--- src/rtl/inference_sequencer.sv ---
// Single-frame CNN inference scheduler: issues stage start pulses in order, queues one early frame
// and guards every stage with a watchdog. Define SEQ_LATENCY_EN to build the last_latency counter.
module inference_sequencer #(
  parameter int unsigned TIMEOUT_W      = 24,
  parameter int unsigned TIMEOUT_CYCLES = 2000000,
  parameter int unsigned FRAME_CNT_W    = 16
) (
  input  logic                   clk,
  input  logic                   reset_n,
  input  logic                   frame_loaded,
  input  logic                   conv_done,
  input  logic                   relu_done,
  input  logic                   pool_done,
  input  logic                   flat_done,
  input  logic                   dense_done,
  input  logic                   argmax_done,
  input  logic                   tx_busy,
  input  logic                   clear_err,
  output logic                   conv_start,
  output logic                   relu_start,
  output logic                   pool_start,
  output logic                   dense_start,
  output logic                   argmax_start,
  output logic                   tx_start,
  output logic                   busy,
  output logic                   frame_pending,
  output logic                   error,
  output logic [2:0]             err_stage,
  output logic [FRAME_CNT_W-1:0] frame_count,
  output logic [FRAME_CNT_W-1:0] drop_count,
  output logic [31:0]            last_latency
);

  typedef enum logic [3:0] {
    S_IDLE    = 4'd0,
    S_CONV    = 4'd1,
    S_RELU    = 4'd2,
    S_POOL    = 4'd3,
    S_FLAT    = 4'd4,
    S_DENSE   = 4'd5,
    S_ARGMAX  = 4'd6,
    S_TX_WAIT = 4'd7,
    S_TX_HOLD = 4'd8,
    S_ERROR   = 4'd9
  } state_t;

  localparam logic [TIMEOUT_W-1:0] WD_LAST = TIMEOUT_W'(TIMEOUT_CYCLES - 32'd1);

  state_t                 state_q, state_d, next_stage;
  logic                   stage_exit, stage_active, entering;
  logic [TIMEOUT_W-1:0]   wd_q, wd_d, wd_inc;
  logic                   seen_busy_q, seen_busy_d;
  logic                   pending_q, pending_d;
  logic                   busy_q, busy_d, error_q, error_d;
  logic [5:0]             start_q, start_d;
  logic [2:0]             err_stage_q, err_stage_d;
  logic [FRAME_CNT_W-1:0] frame_cnt_q, frame_cnt_d, drop_q, drop_d;

  assign stage_active = (state_q >= S_CONV) && (state_q <= S_TX_HOLD);
  assign wd_inc       = wd_q + TIMEOUT_W'(1);

  // Exit condition and successor of the stage currently running.
  always_comb begin
    stage_exit = 1'b0;
    next_stage = state_q;
    case (state_q)
      S_CONV:    begin stage_exit = conv_done;              next_stage = S_RELU;    end
      S_RELU:    begin stage_exit = relu_done;              next_stage = S_POOL;    end
      S_POOL:    begin stage_exit = pool_done;              next_stage = S_FLAT;    end
      S_FLAT:    begin stage_exit = flat_done;              next_stage = S_DENSE;   end
      S_DENSE:   begin stage_exit = dense_done;             next_stage = S_ARGMAX;  end
      S_ARGMAX:  begin stage_exit = argmax_done;            next_stage = S_TX_WAIT; end
      S_TX_WAIT: begin stage_exit = ~tx_busy;               next_stage = S_TX_HOLD; end
      S_TX_HOLD: begin stage_exit = seen_busy_q & ~tx_busy; next_stage = S_IDLE;    end
      default:   begin stage_exit = 1'b0;                   next_stage = state_q;   end
    endcase
  end

  // Next state, watchdog, frame queue and registered output values.
  always_comb begin
    state_d     = state_q;
    err_stage_d = err_stage_q;
    frame_cnt_d = frame_cnt_q;
    drop_d      = drop_q;
    pending_d   = pending_q;
    seen_busy_d = seen_busy_q;
    start_d     = 6'b000000;

    case (state_q)
      S_IDLE: begin
        if (frame_loaded || pending_q) state_d = S_CONV;
        else state_d = S_IDLE;
      end
      S_ERROR: begin
        if (clear_err) state_d = S_IDLE;
        else state_d = S_ERROR;
      end
      S_CONV, S_RELU, S_POOL, S_FLAT, S_DENSE, S_ARGMAX, S_TX_WAIT, S_TX_HOLD: begin
        // A done arriving on the timeout cycle still counts as a normal exit.
        if (stage_exit) begin
          state_d = next_stage;
        end else if (wd_inc == WD_LAST) begin
          state_d     = S_ERROR;
          err_stage_d = state_q[2:0];
        end else begin
          state_d = state_q;
        end
      end
      default: state_d = S_IDLE;
    endcase

    if ((state_q == S_TX_HOLD) && stage_exit) frame_cnt_d = frame_cnt_q + FRAME_CNT_W'(1);
    else frame_cnt_d = frame_cnt_q;

    // Leaving IDLE on a queued frame consumes it; a frame arriving that cycle takes its place.
    if (state_q == S_IDLE) begin
      if (pending_q) pending_d = frame_loaded;
      else pending_d = 1'b0;
    end else if (frame_loaded) begin
      if (pending_q) begin
        if (drop_q != {FRAME_CNT_W{1'b1}}) drop_d = drop_q + FRAME_CNT_W'(1);
        else drop_d = drop_q;
      end else begin
        pending_d = 1'b1;
      end
    end else begin
      pending_d = pending_q;
    end

    entering = (state_d != state_q);

    if (entering) wd_d = {TIMEOUT_W{1'b0}};
    else if (stage_active) wd_d = wd_inc;
    else wd_d = {TIMEOUT_W{1'b0}};

    if (entering && (state_d == S_TX_HOLD)) seen_busy_d = 1'b0;
    else if ((state_q == S_TX_HOLD) && tx_busy) seen_busy_d = 1'b1;
    else seen_busy_d = seen_busy_q;

    if (entering) begin
      case (state_d)
        S_CONV:    start_d = 6'b000001;
        S_RELU:    start_d = 6'b000010;
        S_POOL:    start_d = 6'b000100;
        S_DENSE:   start_d = 6'b001000;
        S_ARGMAX:  start_d = 6'b010000;
        S_TX_HOLD: start_d = 6'b100000;
        default:   start_d = 6'b000000;
      endcase
    end else begin
      start_d = 6'b000000;
    end

    busy_d  = (state_d >= S_CONV) && (state_d <= S_TX_HOLD);
    error_d = (state_d == S_ERROR);
  end

  // Sequencer state and registered outputs.
  always_ff @(posedge clk) begin
    if (!reset_n) begin
      state_q     <= S_IDLE;
      wd_q        <= {TIMEOUT_W{1'b0}};
      seen_busy_q <= 1'b0;
      pending_q   <= 1'b0;
      busy_q      <= 1'b0;
      error_q     <= 1'b0;
      start_q     <= 6'b000000;
      err_stage_q <= 3'd0;
      frame_cnt_q <= {FRAME_CNT_W{1'b0}};
      drop_q      <= {FRAME_CNT_W{1'b0}};
    end else begin
      state_q     <= state_d;
      wd_q        <= wd_d;
      seen_busy_q <= seen_busy_d;
      pending_q   <= pending_d;
      busy_q      <= busy_d;
      error_q     <= error_d;
      start_q     <= start_d;
      err_stage_q <= err_stage_d;
      frame_cnt_q <= frame_cnt_d;
      drop_q      <= drop_d;
    end
  end

  assign conv_start    = start_q[0];
  assign relu_start    = start_q[1];
  assign pool_start    = start_q[2];
  assign dense_start   = start_q[3];
  assign argmax_start  = start_q[4];
  assign tx_start      = start_q[5];
  assign busy          = busy_q;
  assign frame_pending = pending_q;
  assign error         = error_q;
  assign err_stage     = err_stage_q;
  assign frame_count   = frame_cnt_q;
  assign drop_count    = drop_q;

`ifdef SEQ_LATENCY_EN
  logic [31:0] lat_q, lat_d, lat_inc, last_lat_q, last_lat_d;

  // Busy-cycle count of the frame in flight, published when the frame completes.
  always_comb begin
    lat_inc = (lat_q == 32'hFFFF_FFFF) ? lat_q : lat_q + 32'd1;
    if ((state_q == S_IDLE) && (state_d == S_CONV)) lat_d = 32'd0;
    else if (stage_active) lat_d = lat_inc;
    else lat_d = lat_q;
    if ((state_q == S_TX_HOLD) && (state_d == S_IDLE)) last_lat_d = lat_inc;
    else last_lat_d = last_lat_q;
  end

  // Latency registers.
  always_ff @(posedge clk) begin
    if (!reset_n) begin
      lat_q      <= 32'd0;
      last_lat_q <= 32'd0;
    end else begin
      lat_q      <= lat_d;
      last_lat_q <= last_lat_d;
    end
  end

  assign last_latency = last_lat_q;
`else
  assign last_latency = 32'd0;
`endif

endmodule

--- config.mk ---
export PLATFORM = sky130hd
export DESIGN_NAME = inference_sequencer
export DESIGN_NICKNAME = d
export VERILOG_FILES = /design/src/rtl/inference_sequencer.sv
export SDC_FILE = /design/constraint.sdc
export NUM_CORES = 1
export LEC_CHECK = 0
export CORE_MARGIN = 2
export CORE_UTILIZATION = 40
export CTS_CLUSTER_DIAMETER = 80
export DETAILED_ROUTE_END_ITERATION = 8
export PLACE_DENSITY = 0.66
export SYNTH_ARGS = -nofsm -noshare
export SYNTH_HDL_FRONTEND = slang
export SYNTH_SLANG_ARGS = --single-unit
--- constraint.sdc ---
create_clock -name clk -period 3.6 [get_ports clk]
set_input_delay 0.54 -clock clk [delete_from_list [all_inputs] [get_ports clk]]
set_output_delay 0.54 -clock clk [all_outputs]
set_load 0.05 [all_outputs]
# After elaboration in Yosys (flattened, before gate mapping)

Index checks and enable logic that the tools add are counted.

Bits in registers: 73
Input port bits: 11
Logic and storage cells: 67

Add/subtract/negate cells: 3
Order comparisons: 4
Equality and inequality tests: 19
Mux-type cells: 11
Bitwise logic cells: 6
Reductions and logical operators: 14

Operator list:

| cell                    | number |
|---|---|
| $pmux W6 S6             | 1 |
| $add A16 B1 Y16 const B | 2 |
| $pmux W4 S8             | 1 |
| $add A24 B1 Y24 const B | 1 |
| $eq A24 B21 Y1 const B  | 1 |
| $eq A4 B3 Y1 const B    | 6 |
| $eq A4 B2 Y1 const B    | 4 |
| $eq A4 B4 Y1 const B    | 4 |
| $ne A16 B16 Y1 const B  | 1 |
| $mux W4                 | 3 |
| $pmux W4 S3             | 1 |
| $eq A4 B1 Y1 const B    | 2 |
| $ge A4 B1 Y1 const B    | 2 |
| $le A4 B4 Y1 const B    | 2 |
| $pmux W1 S8             | 1 |
| $reduce_or A8 Y1        | 1 |
| $logic_and A1 B1 Y1     | 5 |
| $not A1 Y1              | 5 |
| $logic_not A4 Y1        | 1 |
| $mux W1                 | 4 |
| $ne A4 B4 Y1            | 1 |
| $reduce_and A4 Y1       | 1 |
| $reduce_and A3 Y1       | 1 |
| $reduce_or A3 Y1        | 1 |
| 5 further kinds         | 5 |

# Logic depth before layout (Yosys ltp)

Depth after elaboration: 8
Depth in mapped cells: 12
Depth with buffers taken out: 10

# Worst setup path before layout

OpenSTA, ideal clock, no wires.

Path kind: register -> register
Start point: register wd_q[0]
End point: register wd_q[2]
Arrival: 2676 ps
Slack: 798 ps
Cell stages (with the launch flop): 12
Period minus slack after synthesis: 2802 ps
Cells stage by stage: dfxtp_1 -> ha_1 -> nand4_1 -> nor4_4 -> or3b_1 -> a222oi_1 -> nand4_1 -> o211ai_2 -> or4b_1 -> buf_4 -> buf_6 -> nor2_1

Word-level cells in the longest chain between the ends: 7

Ends and longest elaborated chain:

| item                       | line | text |
|---|---|---|
| start, declared            | 51   | `logic [TIMEOUT_W-1:0] wd_q, wd_d, wd_inc;` |
| start signal, assigned     | 162  | `wd_q <= {TIMEOUT_W{1'b0}};` |
| start signal, assigned     | 173  | `wd_q <= wd_d;` |
| $add A24 B1 Y24 (*)        | 60   | `assign wd_inc = wd_q + TIMEOUT_W'(1);` |
| $eq A24 B21 Y1             | 102  | `end else if (wd_inc == WD_LAST) begin` |
| $mux W4                    | 102  |  |
| $mux W4                    | 100  | `if (stage_exit) begin` |
| $pmux W4 S3                | 89   | `case (state_q)` |
| $ne A4 B4 Y1               | 130  | `entering = (state_d != state_q);` |
| $reduce_or A3 Y1 (no line) | --   |  |

Mark *: on every way between the ends. The rest lies on a longest branch, timed or not.
A chain may end at the register's enable or synchronous reset.

# Worst setup path after layout

Start point: register wd_q[0]
End point: register start_q[0]

Word-level cells in the longest chain between the ends: 7
Elaborated cells on any way between the ends: 14

Ends and longest elaborated chain:

| item                                             | line | text |
|---|---|---|
| $add A24 B1 Y24 (*)                              | 60   |  |
| $eq A24 B21 Y1 (*)                               | 102  |  |
| $mux W4 (*)                                      | 102  |  |
| $mux W4 (*)                                      | 100  |  |
| $pmux W4 S3 (*)                                  | 89   |  |
| $eq A4 B4 Y1, or another cell as far along       | 141  | `case (state_d)` |
| $pmux W6 S6 or $reduce_and A2 Y1 (tied branches) | --   |  |
| end signal, assigned                             | 178  | `start_q <= start_d;` |
| end, declared                                    | 55   | `logic [5:0] start_q, start_d;` |

Marked as above.

==> impl_metrics.ini <==
[floorplan]
die_h_um = 103
die_area_um2 = 10600
core_area_um2 = 9640
initial_core_util_pct = 40.6
die_w_um = 103
io-pin-count = 87
rows = 36

[power]
power_density_nw_per_um2 = 386
ir_drop_mv = 0.174
total_power_mw = 1.81
p_leak_nw = 1.69

[layout]
drive_above_1_share_pct = 6.78
nFillCells = 950
antennaDiodeCount = 0
stdcell_count = 649
area_delta_synth_final_pct = 19.6
nets = 527

[status]
status = completed

[sta]
skew_ns = 0.00829
setup_tns_ns = 0
max_freq_ghz = 0.300
hold_ws_ns = 0.477
period_minus_slack_ns = 3.34
rsz0062_at_grt = false
relSlewSlack_pct = 59.8
finalHoldViolCount = 0
slew_violations = 0
finalCritPeriodShare_pct = 92.7
worstMarginPinSlew_ns = 0.602
final-setup-viol-count = 0

[routing]
wl_um = 8480
drtIter0Drc = 279
viasPerCell = 5.07
ant_nets = 0
vias = 3292
drc_errors = 0
wl_per_cell_um = 13.1
detail_route.first_pass.iterations = 5

[clock_network]
cts.sinks = 73
root_buffer = clkbuf_8
insertion_delay_ns = 0.34
cts_buffers = 9
cts_tree = yes
cts_setup_buffers = 0
cts_max_path_buffers = 2
clkSlewWorstSetupHoldPaths_ns = 0.08
cts_resized = 0
postCtsHoldBufs = 0
htree_num_levels = 3

[synth]
ys_seq_elements = 73
syn_area_um2 = 3910
synth_cells = 461
ys_types = 60
yosysWarnings = 0
async_flop_share_pct = 0
ys_seq_area_share_pct = 37.4
synth-edff-count = 0
avgSynthCellArea_um2 = 8.49
synth_flop_cell = dfxtp_1

[global_routing]
grt.total_usage_pct = 16.8
grt_overflow_total = 0
grt_max_degree = 40
first_global_vias = 3074
grt_pass1_wl_um = 14300
antenna_found_initial = 0

[placed_design]
io_buffers = 54
dp.cells = 634
gp_congestion = 0.860
hpwl_um = 6210

[critical_path]
cp_slowest_cell = a31oi_1
crit_fanout = 4
worst_ep_arrival_time_ns = 3.60
worstSetupPathType = reg2reg
critPathCaptureType = flop
path_cells = ha_1 -> nand4_1 -> nor4_4 -> or3b_1 -> a222oi_1 -> nand4_1 -> a31oi_1 -> nand4_1 -> nor3_1
cp-start-kind = flop
cpPeakStageDelay_ns = 0.51
worst-path-buf-inv = 0
cp_top_family = simple AND/OR/NAND/NOR gates
worstPathRequired_ns = 3.86
crit_top_cell = nand4_1

[worst_hold_path]
holdCritPathClass = reg2reg

[flow_run]
maxCapViolCount = 0
[cell usage in the layout (no fill, tap or decap), types with 2 or more instances in the layout]
cell,netlist,routed
clkdlybuf4s50_1,0,54
xor2_1,32,32
nor4b_1,2,2
xnor2_1,19,19
conb_1,1,32
nor3_1,10,10
a31oi_1,2,2
nor2_1,79,79
nor2b_1,4,4
nand2b_1,5,5
and3_1,8,8
clkbuf_8,0,10
nor4_4,2,2
nor4_2,2,2
a21oi_1,12,12
o21ai_0,7,7
o31ai_1,2,2
ha_1,4,4
nor4_1,7,7
inv_1,11,11
or2_2,2,2
nand3_1,26,26
buf_4,34,4
dfxtp_1,73,73
a211oi_1,4,4
and4_1,5,5
nand4_1,18,18
o211a_1,2,2
mux2i_1,7,7
nand2_1,30,30
or3_1,4,4
bufinv_16,0,3
and2_1,2,2
a21o_1,3,3
a41o_1,2,2
[cells by family (layout without fill, tap and decap cells)]
kind of cell	Yosys count	after routing	share of synthesized area, %
AOI/OAI and AO/OA	45	45	8.03
xor gates and xnor gates	51	51	11.4
adders and majority gates	4	4	1.28
buffers and inverters	60	84	9.43
DFF	73	73	37.4
muxes	9	9	2.65
other	1	32	0.0958
and+or+nand+nor	218	218	29.7
[layout make-up]
type                       instances  area, um^2  share of cell area, %
inverter                          11        41.3                  0.882
sequential                        73        1460                   31.2
tap                              133         166                   3.56
timing repair buffer              58         571                   12.2
multi-input combinational        359        2200                   47.0
clock inverter                     5         104                   2.22
clock buffer                      10         138                   2.94
[power breakdown]
group	leakage [nW]	internal (mW)	switching [mW]
Clock	0.122	0.476	0.296
Combinational	0.976	0.0544	0.155
Sequential	0.588	0.815	0.0118
[synthesized netlist by cell type, types with 3 or more instances]
library cell  count  area, um^2
mux2i_1           7        70.1
xnor2_1          19         166
clkbuf_1         12        45.0
nand2_1          30         113
nor2b_1           4        25.0
or3_1             4        25.0
inv_1            11        41.3
a21o_1            3        22.5
nor3_1           10        50.1
xor2_1           32         280
nand2b_1          5        31.3
a211oi_1          4        30.0
and4_1            5        43.8
nand4_1          18         113
o21ai_0           7        35.0
nor2_1           79         297
nor4_1            7        43.8
buf_4            34         255
and3_1            8        50.1
ha_1              4        50.1
a21oi_1          12        60.1
nand3_1          26         130
dfxtp_1          73        1460
[metal layers]
metal / up-vias / part of all wire [%] / global-route usage [%] / routed length, um
met5: - / 0 / 0 / 0
met4: 0 / 1.4 / 6.48 / 116
met3: 12 / 5.7 / 4.07 / 484
met2: 103 / 49 / 27.7 / 4130
met1: 1540 / 44 / 21.3 / 3740
li1: 1637 / - / - / -
[final timing paths]
path | start | to | slack [ns] | cells past startpoint
setup reg to reg | wd_q[0] | start_q[0] | 0.26 | 9
hold / removal | wd_q[0] | wd_q[0] | 0.48 | 1
setup / recovery | wd_q[0] | start_q[0] | 0.26 | 9
hold reg to reg | wd_q[0] | wd_q[0] | 0.48 | 1
[flip-flops by register name, summed over array words and instances, names as in the netlist]
register / flops
busy: 1
drop_count: 16
err_stage: 3
error: 1
frame_count: 16
frame_pending: 1
seen_busy_q: 1
start_q: 6
state_q: 4
wd_q: 24
[metrics by stage]
| stage | instance area, um^2 | util [%] | worst slack (ns) |
|---|---|---|---|
| floorplan | 4030 | - | 0.798 |
| CTS | 4680 | 48.5 | 0.289 |
| finish | 4680 | 48.5 | 0.263 |
| detailed placement | 4440 | 46.0 | 0.344 |
| global route | 4680 | 48.5 | 0.0655 |
| global placement | 4440 | 46.0 | 0.395 |
Power figures use the tool's default switching activity.
